$ cat config.mk
export PLATFORM = sky130hd
export DESIGN_NAME = pipe_stage_buf_flat
export DESIGN_NICKNAME = d
export VERILOG_FILES = /design/src/rtl/pipe_stage_buf_if.sv /design/src/rtl/pipe_stage_buf.sv /design/src/flat_wrapper.sv
export SDC_FILE = /design/constraint.sdc
export NUM_CORES = 1
export LEC_CHECK = 0
export ABC_AREA = 0
export BUFFER_PORTS_ARGS = -buffer_cell sky130_fd_sc_hd__buf_2
export CORE_ASPECT_RATIO = 1.5
export CORE_UTILIZATION = 43
export CTS_CLUSTER_SIZE = 20
export DETAILED_ROUTE_END_ITERATION = 8
export PLACE_DENSITY = 0.66
export SLEW_MARGIN = 20
export SYNTH_ARGS = -nofsm -noshare
export SYNTH_HDL_FRONTEND = slang
export SYNTH_SLANG_ARGS = --single-unit
export TNS_END_PERCENT = 1
$ cat constraint.sdc
create_clock -name clk -period 2.4 [get_ports clk]
set_input_delay 0.12 -clock clk [delete_from_list [all_inputs] [get_ports clk]]
set_output_delay 0.12 -clock clk [all_outputs]
set_load 0.005 [all_outputs]
$ cat src/rtl/pipe_stage_buf_if.sv
// rtl/pipe_stage_buf_if.sv - valid/ready/data handshake bundle for pipe_stage_buf
interface pipe_stage_buf_if #(
    parameter int DATA_W = 64
);
    logic              valid;
    logic              ready;
    logic [DATA_W-1:0] data;

    modport master (output valid, output data, input ready);
    modport slave  (input valid, input data, output ready);
endinterface

$ cat src/rtl/pipe_stage_buf.sv
// rtl/pipe_stage_buf.sv - pipeline stage register with handshake, optional skid entry, hold/deferred flush, stall counter
module pipe_stage_buf #(
    parameter int DATA_W = 64,
    parameter int CNT_W  = 64,
    parameter int SKID   = 1
) (
    input  logic              clk,
    input  logic              reset,
    input  logic              hold,
    input  logic              flush,
    pipe_stage_buf_if.slave   in_if,
    pipe_stage_buf_if.master  out_if,
    output logic [1:0]        occ,
    output logic [CNT_W-1:0]  stall_cnt
);

    logic              m_valid_q, m_valid_d;
    logic [DATA_W-1:0] m_data_q,  m_data_d;
    logic              s_valid_q, s_valid_d;
    logic [DATA_W-1:0] s_data_q,  s_data_d;
    logic              flush_pend_q, flush_pend_d;
    logic [CNT_W-1:0]  stall_cnt_q, stall_cnt_d;
    logic [1:0]        occ_q, occ_d;

    logic kill;
    logic in_ready;
    logic out_valid;
    logic in_fire;
    logic out_fire;
    logic [CNT_W-1:0] stall_inc;

    assign kill      = flush | flush_pend_q;
    assign out_valid = ~hold & ~kill & m_valid_q;
    assign in_fire   = in_if.valid & in_ready;
    assign out_fire  = out_valid & out_if.ready;
    assign stall_inc = (stall_cnt_q == {CNT_W{1'b1}}) ? stall_cnt_q : stall_cnt_q + CNT_W'(1);

    // With the skid entry, in_ready depends only on a flop so out_ready never reaches upstream.
    always_comb begin
        in_ready = 1'b0;
        if (!hold && !kill) begin
            if (SKID != 0) in_ready = ~s_valid_q;
            else           in_ready = ~m_valid_q | out_if.ready;
        end
    end

    always_comb begin
        m_valid_d    = m_valid_q;
        m_data_d     = m_data_q;
        s_valid_d    = s_valid_q;
        s_data_d     = s_data_q;
        flush_pend_d = flush_pend_q;
        stall_cnt_d  = stall_cnt_q;
        if (hold) begin
            flush_pend_d = flush_pend_q | flush;
            stall_cnt_d  = stall_inc;
        end else if (kill) begin
            m_valid_d    = 1'b0;
            m_data_d     = '0;
            s_valid_d    = 1'b0;
            s_data_d     = '0;
            flush_pend_d = 1'b0;
            stall_cnt_d  = '0;
        end else begin
            stall_cnt_d = (m_valid_q && !out_if.ready) ? stall_inc : '0;
            if (SKID != 0) begin
                if (out_fire) begin
                    if (s_valid_q) begin
                        m_data_d  = s_data_q;
                        s_valid_d = 1'b0;
                    end else begin
                        m_valid_d = in_fire;
                        if (in_fire) m_data_d = in_if.data;
                    end
                end else if (in_fire) begin
                    if (!m_valid_q) begin
                        m_valid_d = 1'b1;
                        m_data_d  = in_if.data;
                    end else begin
                        s_valid_d = 1'b1;
                        s_data_d  = in_if.data;
                    end
                end
            end else begin
                if (in_fire) begin
                    m_valid_d = 1'b1;
                    m_data_d  = in_if.data;
                end else if (out_fire) begin
                    m_valid_d = 1'b0;
                end
            end
        end
        occ_d = {1'b0, m_valid_d} + {1'b0, s_valid_d};
    end

    always_ff @(posedge clk) begin
        if (!reset) begin
            m_valid_q    <= 1'b0;
            m_data_q     <= '0;
            s_valid_q    <= 1'b0;
            s_data_q     <= '0;
            flush_pend_q <= 1'b0;
            stall_cnt_q  <= '0;
            occ_q        <= 2'd0;
        end else begin
            m_valid_q    <= m_valid_d;
            m_data_q     <= m_data_d;
            s_valid_q    <= s_valid_d;
            s_data_q     <= s_data_d;
            flush_pend_q <= flush_pend_d;
            stall_cnt_q  <= stall_cnt_d;
            occ_q        <= occ_d;
        end
    end

    assign in_if.ready  = in_ready;
    assign out_if.valid = out_valid;
    assign out_if.data  = m_data_q;
    assign occ          = occ_q;
    assign stall_cnt    = stall_cnt_q;

endmodule

$ cat src/flat_wrapper.sv
// flat-port wrapper written by rule: the top's interface ports become plain ports
module pipe_stage_buf_flat 
#(
    parameter int DATA_W = 64,
    parameter int CNT_W  = 64,
    parameter int SKID   = 1
)
  (clk, reset, hold, flush, occ, stall_cnt, in_if_valid, in_if_data, in_if_ready, out_if_valid, out_if_data, out_if_ready);
  pipe_stage_buf_if #(.DATA_W(DATA_W)) in_if_i ();
  pipe_stage_buf_if #(.DATA_W(DATA_W)) out_if_i ();
  input  logic clk;
  input  logic reset;
  input  logic hold;
  input  logic flush;
  output logic [1:0] occ;
  output logic [CNT_W-1:0] stall_cnt;
  input wire logic [$bits(in_if_i.valid)-1:0] in_if_valid;
  input wire logic [$bits(in_if_i.data)-1:0] in_if_data;
  output wire logic [$bits(in_if_i.ready)-1:0] in_if_ready;
  output wire logic [$bits(out_if_i.valid)-1:0] out_if_valid;
  output wire logic [$bits(out_if_i.data)-1:0] out_if_data;
  input wire logic [$bits(out_if_i.ready)-1:0] out_if_ready;
  assign in_if_i.valid = in_if_valid;
  assign in_if_i.data = in_if_data;
  assign in_if_ready = in_if_i.ready;
  assign out_if_valid = out_if_i.valid;
  assign out_if_data = out_if_i.data;
  assign out_if_i.ready = out_if_ready;
  pipe_stage_buf #(.DATA_W(DATA_W), .CNT_W(CNT_W), .SKID(SKID)) u_core (.clk(clk), .reset(reset), .hold(hold), .flush(flush), .in_if(in_if_i), .out_if(out_if_i), .occ(occ), .stall_cnt(stall_cnt));
endmodule
# Yosys cells after proc, flatten, opt, wreduce, memory -nomap -nowiden
# Index checks and enable logic that the tools add are counted.
dict set report word_totals {
  inputBits 70
  elab_cells 59
  register_bits 197
  output_inout_bits 132
}
dict set report classes {
  addsub 2
  reduce_logical 12
  n_bitwise 8
  eq_ne 3
  muxes 27
}
# operator count
set ops {}
lappend ops {{$mux W64} 14}
lappend ops {{$add A64 B1 Y64 const B} 1}
lappend ops {{$eq A64 B64 Y1 const B} 1}
lappend ops {{$mux W1} 13}
lappend ops {{$reduce_and A4 Y1} 2}
lappend ops {{$reduce_bool A2 Y1} 3}
lappend ops {{$reduce_bool A3 Y1} 2}
lappend ops {{$and A1 B1 Y1} 4}
lappend ops {{$logic_not A1 Y1} 3}
lappend ops {{$ne A3 B3 Y1 const B} 1}
lappend ops {{$not A1 Y1} 3}
lappend ops {{$add A1 B1 Y2} 1}
lappend ops {{$logic_and A1 B1 Y1} 2}
lappend ops {{$ne A2 B1 Y1 const B} 1}
lappend ops {{$or A1 B1 Y1} 1}

# Logic depth before layout (Yosys ltp)
# Gate-level depths: netlist of the first run.
dict set report logic_depth {
  ltp_word 10
  mapped_depth 9
  depth_no_buf 7
}

# Least setup slack after synthesis of the first run
# Ideal clock, no wire load.
dict set report synth_timing {
  kind {register to register}
  startpoint {register u_core.stall_cnt_q[29] (netlist: u_core.stall_cnt[29])}
  endpoint {register u_core.stall_cnt_q[59] (netlist: u_core.stall_cnt[59])}
  path_stages_with_launch 7
  arrival_ns 2.110
  path_slack_ns 0.220
  setup_ns 0.070
  cell_sequence {dfxtp_1 and3_4 nand3_2 or4_1 or4b_4 or4_1 a21oi_1}
}
dict set report synth_between {
  elab_chain_cells 5
  word_cells_on_any_way 6
}
# element line_no
set synth_rtl {}
lappend synth_rtl {{from (decl)} pipe_stage_buf.sv:22} ;# logic [CNT_W-1:0] stall_cnt_q, stall_cnt_d;
lappend synth_rtl {{from (signal assigned)} pipe_stage_buf.sv:111} ;# stall_cnt_q <= stall_cnt_d;
lappend synth_rtl {{$add A64 B1 Y64 / $eq A64 B64 Y1 (equally long branches)} pipe_stage_buf.sv:36} ;# assign stall_inc = (stall_cnt_q == {CNT_W{1'b1}}) ? stall_cnt_q : stall_cnt_q + CNT_W'(1);
lappend synth_rtl {{$mux W64 *} pipe_stage_buf.sv:36}
lappend synth_rtl {{$mux W64} pipe_stage_buf.sv:65} ;# stall_cnt_d = (m_valid_q && !out_if.ready) ? stall_inc : '0;
lappend synth_rtl {{$mux W64} pipe_stage_buf.sv:57} ;# end else if (kill) begin
lappend synth_rtl {{$mux W64 *} pipe_stage_buf.sv:54} ;# if (hold) begin
# Every way passes the cells marked *; elsewhere a longest branch is shown, timed or not.
# A chain may end at the register's enable or synchronous reset.

# Final worst setup path of the first run
dict set report layout_timing {
  startpoint {register u_core.stall_cnt_q[40] (netlist: u_core.stall_cnt[40])}
  endpoint {register u_core.stall_cnt_q[59] (netlist: u_core.stall_cnt[59])}
}
# The elaborated chain is that of the path after synthesis.

==> flow_summary.json, run 1 <==
{
  "synth_top_family_by_area": "simple AND/OR/NAND/NOR gates",
  "avgSynthCellArea_sq_um": 8.712,
  "syn_area_sq_mm": 0.008877,
  "worstPathCellList": "nand4_1 -> or4_1 -> or4b_4 -> or4_1 -> a21oi_1",
  "final.setup.tns_ps": 0,
  "post_cts.repair.setup_buffers": 0,
  "power_per_cell_area_mw_per_mm2": 560.0,
  "start_util_pct": 43.65,
  "timing.critical_path.arrival_ps": 2630,
  "holdCritPathClass": "in -> reg",
  "launching_element_type_of_the_critical_path": "flop",
  "clkPwrFrac_pct": 42.8,
  "floorplan.die.width_um": 119.3,
  "io-pin-count": 202,
  "criticalPathCategory": "reg -> reg",
  "post-dp-hpwl_um": 17420,
  "pwr-share-seq_pct": 50.2,
  "timing.hold.worst.start": "in_if_data[2]",
  "grt.overflow.total": 0,
  "multiInputGateArea_sq_mm": 0.004682,
  "initial_antenna_violation_count": 1,
  "critPathMostFrequentCell": "sky130_fd_sc_hd__or4_1",
  "synth_enable_flop_cells": 0,
  "netlist_top_cells_count": "sky130_fd_sc_hd__dfxtp_1 (197), sky130_fd_sc_hd__o21ai_0 (98), sky130_fd_sc_hd__nand2_1 (94), sky130_fd_sc_hd__and2_1 (73)",
  "run_status": "finished, final reports clean",
  "ys_async_sr_fraction_pct": 0,
  "grt_setup_unrepaired": "false",
  "required_time_of_the_worst_setup_path_ps": 2760,
  "r2r_setup_slack_ps": 130,
  "period_minus_slack_ps": 2268,
  "timing.final.setup_violations": 0,
  "clockRootBuffer": "sky130_fd_sc_hd__clkbuf_16",
  "finalClockSkew_ps": 10.99,
  "area_fraction_in_compound_gates_after_synthesis_pct": 16.73,
  "drv_cap": 0,
  "maxSlewHeadroom_pct": 65.66,
  "synth_most_common_cell": "sky130_fd_sc_hd__dfxtp_1",
  "power.ir.vdd_worst_mv": 0.4449,
  "critical_path.max_fanout": 5,
  "hold_violations": 0,
  "layout.nets": 1376,
  "io_buffers": 201,
  "area_share_of_fa_ha_maj_cells_after_synthesis_pct": 0.2819,
  "postSynthCellCount": 1019,
  "timing.rr.end": "u_core.stall_cnt[59]$_SDFF_PN0_",
  "switching_power_w": 0.001475,
  "count_of_synthesis_stage_warnings_from_yosys": 0,
  "maxSlewViolCount": 0,
  "die_h_um": 178.0,
  "worst_skew_pair.late_latency_ps": 440,
  "groute.usage.overall_pct": 24.48,
  "cts_buffers": 17,
  "cp_slowest_stage_delay_ps": 540,
  "row_cnt": 64,
  "largest_net_degree_at_the_start_of_global_routing": 134,
  "fillers": 1850,
  "critical_path.slowest_cell": "sky130_fd_sc_hd__or4_1",
  "yosysTopAreaCell": "sky130_fd_sc_hd__dfxtp_1",
  "worst_hold_path_cell_count": 3,
  "synth-simple-area-share_pct": 27.24,
  "regToRegStartpoint": "u_core.stall_cnt[40]$_SDFF_PN0_",
  "synth.net_count": 1091,
  "ant_cells": 0,
  "floorplan.core_area_sq_mm": 0.02034,
  "first_pass_iters": 4,
  "cellInternalPower_w": 0.005143,
  "route.antenna.remaining_nets": 0,
  "h-tree-depth": 4,
  "min_period_over_period_pct": 94.50,
  "timing.fmax_ghz": 0.4409,
  "drc_errors": 0,
  "yosys-mux-area-fraction_pct": 7.216,
  "yosysUniqueCellTypes": 46,
  "layout.area.seq_sq_mm": 0.003945,
  "synth_xor_xnor_area_share_pct": 0.7893,
  "grt_pass1_vias": 8296,
  "grt_first_pass_wirelength_um": 41320,
  "hold_path_end": "u_core.s_data_q[2]$_SDFFE_PN0P_",
  "detail_route.vias_per_cell": 5.486,
  "wl_per_instance_um": 16.57,
  "post_route_cells_drive_above_1_share_pct": 24.33,
  "sw_frac_of_total_pct": 22.29,
  "cts.sink_count": 197,
  "routed_wl_um": 26160,
  "netlist_top_cells_area": "sky130_fd_sc_hd__dfxtp_1 (44%), sky130_fd_sc_hd__mux2i_1 (7.2%), sky130_fd_sc_hd__o21ai_0 (5.5%)",
  "path_clk_slew_ps": 70,
  "dominantRegCellSynth": "sky130_fd_sc_hd__dfxtp_1",
  "reg2reg_depth": 5,
  "globalplace.congestion": 0.9163,
  "tightestPinTransition_ps": 512.8,
  "total_power_w": 0.006619,
  "cts_tree": "built",
  "dr_total_vias": 8663,
  "leakage_nw": 4.540,
  "synth_top_area_share_pct": 44.43,
  "design.die.area_sq_mm": 0.02124,
  "ys_ff_latch": 197,
  "comb_power_share_pct": 7.0,
  "layout-area-overhead-vs-synth_pct": 33.14,
  "worst_setup_path_end_kind": "flop",
  "max-clock-path-buffers": 2,
  "seq_area_frac_synth_pct": 44.43,
  "dr.first_iter.drc_count": 568
}
-- placed cells by master (no fill, tap or decap), types with 30 or more instances in the layout --
cell	count
sky130_fd_sc_hd__buf_2	201
sky130_fd_sc_hd__dfxtp_1	196
sky130_fd_sc_hd__o21ai_0	98
sky130_fd_sc_hd__nand2_1	93
sky130_fd_sc_hd__and2_1	73
sky130_fd_sc_hd__buf_4	65
sky130_fd_sc_hd__mux2i_1	64
sky130_fd_sc_hd__a22oi_1	64
sky130_fd_sc_hd__nor2b_1	64
sky130_fd_sc_hd__dlygate4sd3_1	62
sky130_fd_sc_hd__a21oi_1	51
sky130_fd_sc_hd__or3_1	45
sky130_fd_sc_hd__nand4_1	35
sky130_fd_sc_hd__nand3_1	30
-- area by class of cell --
type	instances	area share (%)
multi-input combinational	749	39.61
sequential	197	33.38
timing repair buffer	336	19.25
clock buffer	23	4.044
tap	264	2.795
clock inverter	7	0.8257
inverter	3	0.09528
-- layer usage --
metal	up-vias	routed length, um	GRT usage (%)
met5	-	13	0
met3	72	1584	6.010
li1	4259	-	-
met4	2	863	11.20
met2	274	13270	44.55
met1	4056	10430	26.60
-- flip-flops by register name, summed over array words and instances, names as in the netlist --
register             count
u_core.out_if.data      64
u_core.s_data_q         64
u_core.stall_cnt        64
u_core.occ               2
u_core.flush_pend_q      1
u_core.m_valid_q         1
u_core.s_valid_q         1
-- through the flow --
step	utilization (%)	setup slack (ps)	instances	area (sq um)	hold slack, ps
floorplan	-	219.8	1019	8877	303.2
global placement	52.16	188.5	1487	10610	404.9
detailed placement	52.16	148.3	1487	10610	414.5
CTS	58.04	132.5	1579	11810	4.634
global route	58.11	2.697	1579	11820	13.91
finish	58.11	132.1	1579	11820	19.19
-- worst max-delay path, delay by kind of cell, from the launching register on --
family,cells,cell delay (ps)
and+or+nand+nor,4,1630
AOI/OAI and AO/OA,1,150
DFF,1,400
-- power by group through the flow --
stage / Clock (W) / Sequential [W] / Combinational [W]
floorplan: 0 / 0.00340 / 0.000188
global placement: 0 / 0.00339 / 0.000375
detailed placement: 0 / 0.00339 / 0.000382
CTS: 0.00291 / 0.00332 / 0.000464
global route: 0.00305 / 0.00332 / 0.000509
finish: 0.00283 / 0.00332 / 0.000465
-- what timing repair did --
action,4_1_cts,5_1_grt
hold buffers,62,0
hold endpoints to repair,62,0
resized for setup,0,3
setup endpoints to repair,0,8
-- kinds of logic (layout without fill, tap and decap cells) --
kind of cell,Yosys count,after routing
and+or+nand+nor,423,423
muxes,64,64
buffers and inverters,73,369
DFF,197,197
xor gates and xnor gates,8,8
adders and majority gates,2,2
AOI/OAI and AO/OA,252,252
-- worst max-delay path by stage --
stage	from	endpoint	slack [ps]	depth (start not counted)
after floorplan	u_core.stall_cnt[29]$_SDFF_PN0_	u_core.stall_cnt[59]$_SDFF_PN0_	220	6
after global placement	u_core.stall_cnt[20]$_SDFF_PN0_	u_core.stall_cnt[54]$_SDFF_PN0_	190	7
after detailed placement	u_core.stall_cnt[8]$_SDFF_PN0_	u_core.stall_cnt[54]$_SDFF_PN0_	150	6
after CTS	u_core.stall_cnt[11]$_SDFF_PN0_	u_core.stall_cnt[59]$_SDFF_PN0_	130	7
after global routing	u_core.stall_cnt[16]$_SDFF_PN0_	u_core.stall_cnt[42]$_SDFF_PN0_	3	7
final	u_core.stall_cnt[40]$_SDFF_PN0_	u_core.stall_cnt[59]$_SDFF_PN0_	130	5
(Power assumes the default switching activity.)
==> run 2: changes to the inputs <==
--- a/config.mk
+++ b/config.mk
@@ -7,5 +7,5 @@
 export LEC_CHECK = 0
 export ABC_AREA = 0
-export BUFFER_PORTS_ARGS = -buffer_cell sky130_fd_sc_hd__buf_2
+export BUFFER_PORTS_ARGS = -buffer_cell sky130_fd_sc_hd__buf_4
 export CORE_ASPECT_RATIO = 1.5
 export CORE_UTILIZATION = 43
==> constraint.sdc (replaced) <==
create_clock -name clk -period 2.4 [get_ports clk]
set_input_delay 0.12 -clock clk [delete_from_list [all_inputs] [get_ports clk]]
set_output_delay 0.12 -clock clk [all_outputs]
set_load 0.1 [all_outputs]
==> flow_summary.json, run 2 (synthesis gave the netlist of run 1 again) <==
{
  "run_status": "finished, final reports clean",
  "multiInputGateArea_sq_mm": 0.004711,
  "timing.fmax_ghz": 0.4391,
  "timing.critical_path.arrival_ps": 2650,
  "cts_tree": "built",
  "min_period_over_period_pct": 94.89,
  "timing.final.setup_violations": 0,
  "cts_buffers": 17,
  "largest_net_degree_at_the_start_of_global_routing": 90,
  "critical_path.max_fanout": 39,
  "layout_commonest_cell": "sky130_fd_sc_hd__buf_4",
  "worst_skew_pair.late_latency_ps": 440,
  "cp_slowest_stage_delay_ps": 510,
  "holdCritPathClass": "in -> reg",
  "initial_antenna_violation_count": 0,
  "post-route-util_pct": 60.16,
  "start_util_pct": 43.65,
  "stdcell_count": 1565,
  "regToRegStartpoint": "u_core.stall_cnt[0]$_SDFF_PN0_",
  "total_power_w": 0.006807,
  "route.antenna.remaining_nets": 0,
  "die_h_um": 178.0,
  "power.ir.vdd_worst_mv": 0.4274,
  "worstSetupStartpoint": "u_core.stall_cnt[0]$_SDFF_PN0_",
  "power_per_cell_area_mw_per_mm2": 556.3,
  "cp_top_family": "simple AND/OR/NAND/NOR gates",
  "drv_cap": 0,
  "fillers": 1815,
  "critical_path.slowest_cell": "sky130_fd_sc_hd__or4_1",
  "criticalPathCategory": "reg -> reg",
  "h-tree-depth": 4,
  "first_pass_iters": 8,
  "finalClockSkew_ps": 8.523,
  "globalplace.congestion": 0.8806,
  "worst_hold_path_cell_count": 2,
  "max-clock-path-buffers": 2,
  "io_buffers": 201,
  "layout.area.seq_sq_mm": 0.003984,
  "period_minus_slack_ps": 2277,
  "cts.sink_count": 197,
  "grt_pass1_vias": 8037,
  "grt.overflow.total": 0,
  "dr.first_iter.drc_count": 466,
  "design.die.area_sq_mm": 0.02124,
  "post-dp-hpwl_um": 17550,
  "launching_element_type_of_the_critical_path": "flop",
  "groute.usage.overall_pct": 24.35,
  "tightestPinTransition_ps": 860.9,
  "timing.rr.end": "u_core.stall_cnt[44]$_SDFF_PN0_",
  "worst_setup_path_end_kind": "flop",
  "hold-worst-slack_ps": 39.21,
  "dp_cells": 1469,
  "leakage_nw": 4.528,
  "post_route_cells_drive_above_1_share_pct": 25.90,
  "maxSlewHeadroom_pct": 42.39,
  "cp_num_buf_inv": 2,
  "io-pin-count": 202,
  "path_clk_slew_ps": 70,
  "dr_total_vias": 8543,
  "r2r_setup_slack_ps": 120,
  "grt_setup_unrepaired": "true",
  "maxSlewViolCount": 0,
  "grt_first_pass_wirelength_um": 40960,
  "row_cnt": 64,
  "wl_per_instance_um": 16.78,
  "most-common-layout-cells": "sky130_fd_sc_hd__buf_4 (251), sky130_fd_sc_hd__dfxtp_1 (165), sky130_fd_sc_hd__o21ai_0 (98)",
  "drc_errors": 0,
  "layout-area-overhead-vs-synth_pct": 37.84,
  "critical_path_sink": "u_core.stall_cnt[44]$_SDFF_PN0_",
  "hold_violations": 0,
  "layout.nets": 1361,
  "worstPathCellList": "ha_1 -> nand3_2 -> nor4_2 -> buf_4 -> and3_1 -> and3_2 -> buf_12 -> or4_1 -> a21oi_1",
  "floorplan.die.width_um": 119.3,
  "reg2reg_depth": 9,
  "clockRootBuffer": "sky130_fd_sc_hd__clkbuf_16",
  "ant_cells": 0,
  "routed_wl_um": 26270,
  "required_time_of_the_worst_setup_path_ps": 2770,
  "floorplan.core_area_sq_mm": 0.02034,
  "detail_route.vias_per_cell": 5.459,
  "worst-path-stages": 9
}
## run 2: changes by cell type in the layout (fill, tap and decap cells not counted), moves of 31 or more
cell                      delta
sky130_fd_sc_hd__buf_4     +186
sky130_fd_sc_hd__dfxtp_2    +31
sky130_fd_sc_hd__buf_2     -201
sky130_fd_sc_hd__dfxtp_1    -31
## run 2: power breakdown
| group | switching, W | internal [W] | total, W |
|---|---|---|---|
| Sequential | 0.0000203 | 0.00330 | 0.00332 |
| Combinational | 0.000471 | 0.000274 | 0.000745 |
| Clock | 0.00123 | 0.00151 | 0.00274 |
| Total | 0.00172 | 0.00509 | 0.00681 |
## run 2: cell type report
class	count	area share [%]
Inverter	3	0.09202
Sequential cell	197	32.56
Timing Repair Buffer	321	21.62
Multi-Input combinational cell	749	38.50
Clock buffer	24	3.937
Tap cell	264	2.699
Clock inverter	7	0.6033
## run 2: worst min-delay path by stage
stage | slack (ps) | end | startpoint
3_3_place_gp | 400 | u_core.s_data_q[33]$_SDFFE_PN0P_ | in_if_data[33]
4_1_cts | 20 | u_core.flush_pend_q$_SDFFE_PN0P_ | hold
2_1_floorplan | 300 | u_core.s_data_q[0]$_SDFFE_PN0P_ | in_if_data[0]
5_1_grt | 40 | u_core.flush_pend_q$_SDFFE_PN0P_ | hold
6_report | 40 | u_core.flush_pend_q$_SDFFE_PN0P_ | hold
3_5_place_dp | 410 | u_core.s_data_q[21]$_SDFFE_PN0P_ | in_if_data[21]
## run 2: through the flow
step | instance area [sq um] | worst slack (ps) | TNS [ps]
floorplan | 8922 | -396.0 | -34360
global placement | 11000 | -107.5 | -286.8
detailed placement | 11000 | -103.4 | -248.6
CTS | 12200 | 74.82 | 0
global route | 12240 | -33.74 | -58.68
finish | 12240 | 122.6 | 0
## run 2: worst reg2reg max path, delay by kind of cell, from the launching register on
family / cells / cell delay (ps)
AOI/OAI and AO/OA: 1 / 160
adders and majority gates: 1 / 240
buffers and inverters: 2 / 320
DFF: 1 / 350
and+or+nand+nor: 5 / 1150
## run 2: repair_timing
item | 4_1_cts | 5_1_grt
gates resized for setup | 1 | 5
endpoints found under the hold margin | 64 | 0
hold buffers | 64 | 0
buffers inserted | 0 | 1
pin swaps | 0 | 1
endpoints found under the setup margin | 4 | 8
cloned | 0 | 0
## run 2: metal layers
layer	routed length, um	track usage (%)	vias up
li1	-	-	4230
met1	10600	27.11	4029
met2	13410	43.73	229
met3	1466	6.138	55
met4	797	10.42	0
met5	0	0	-
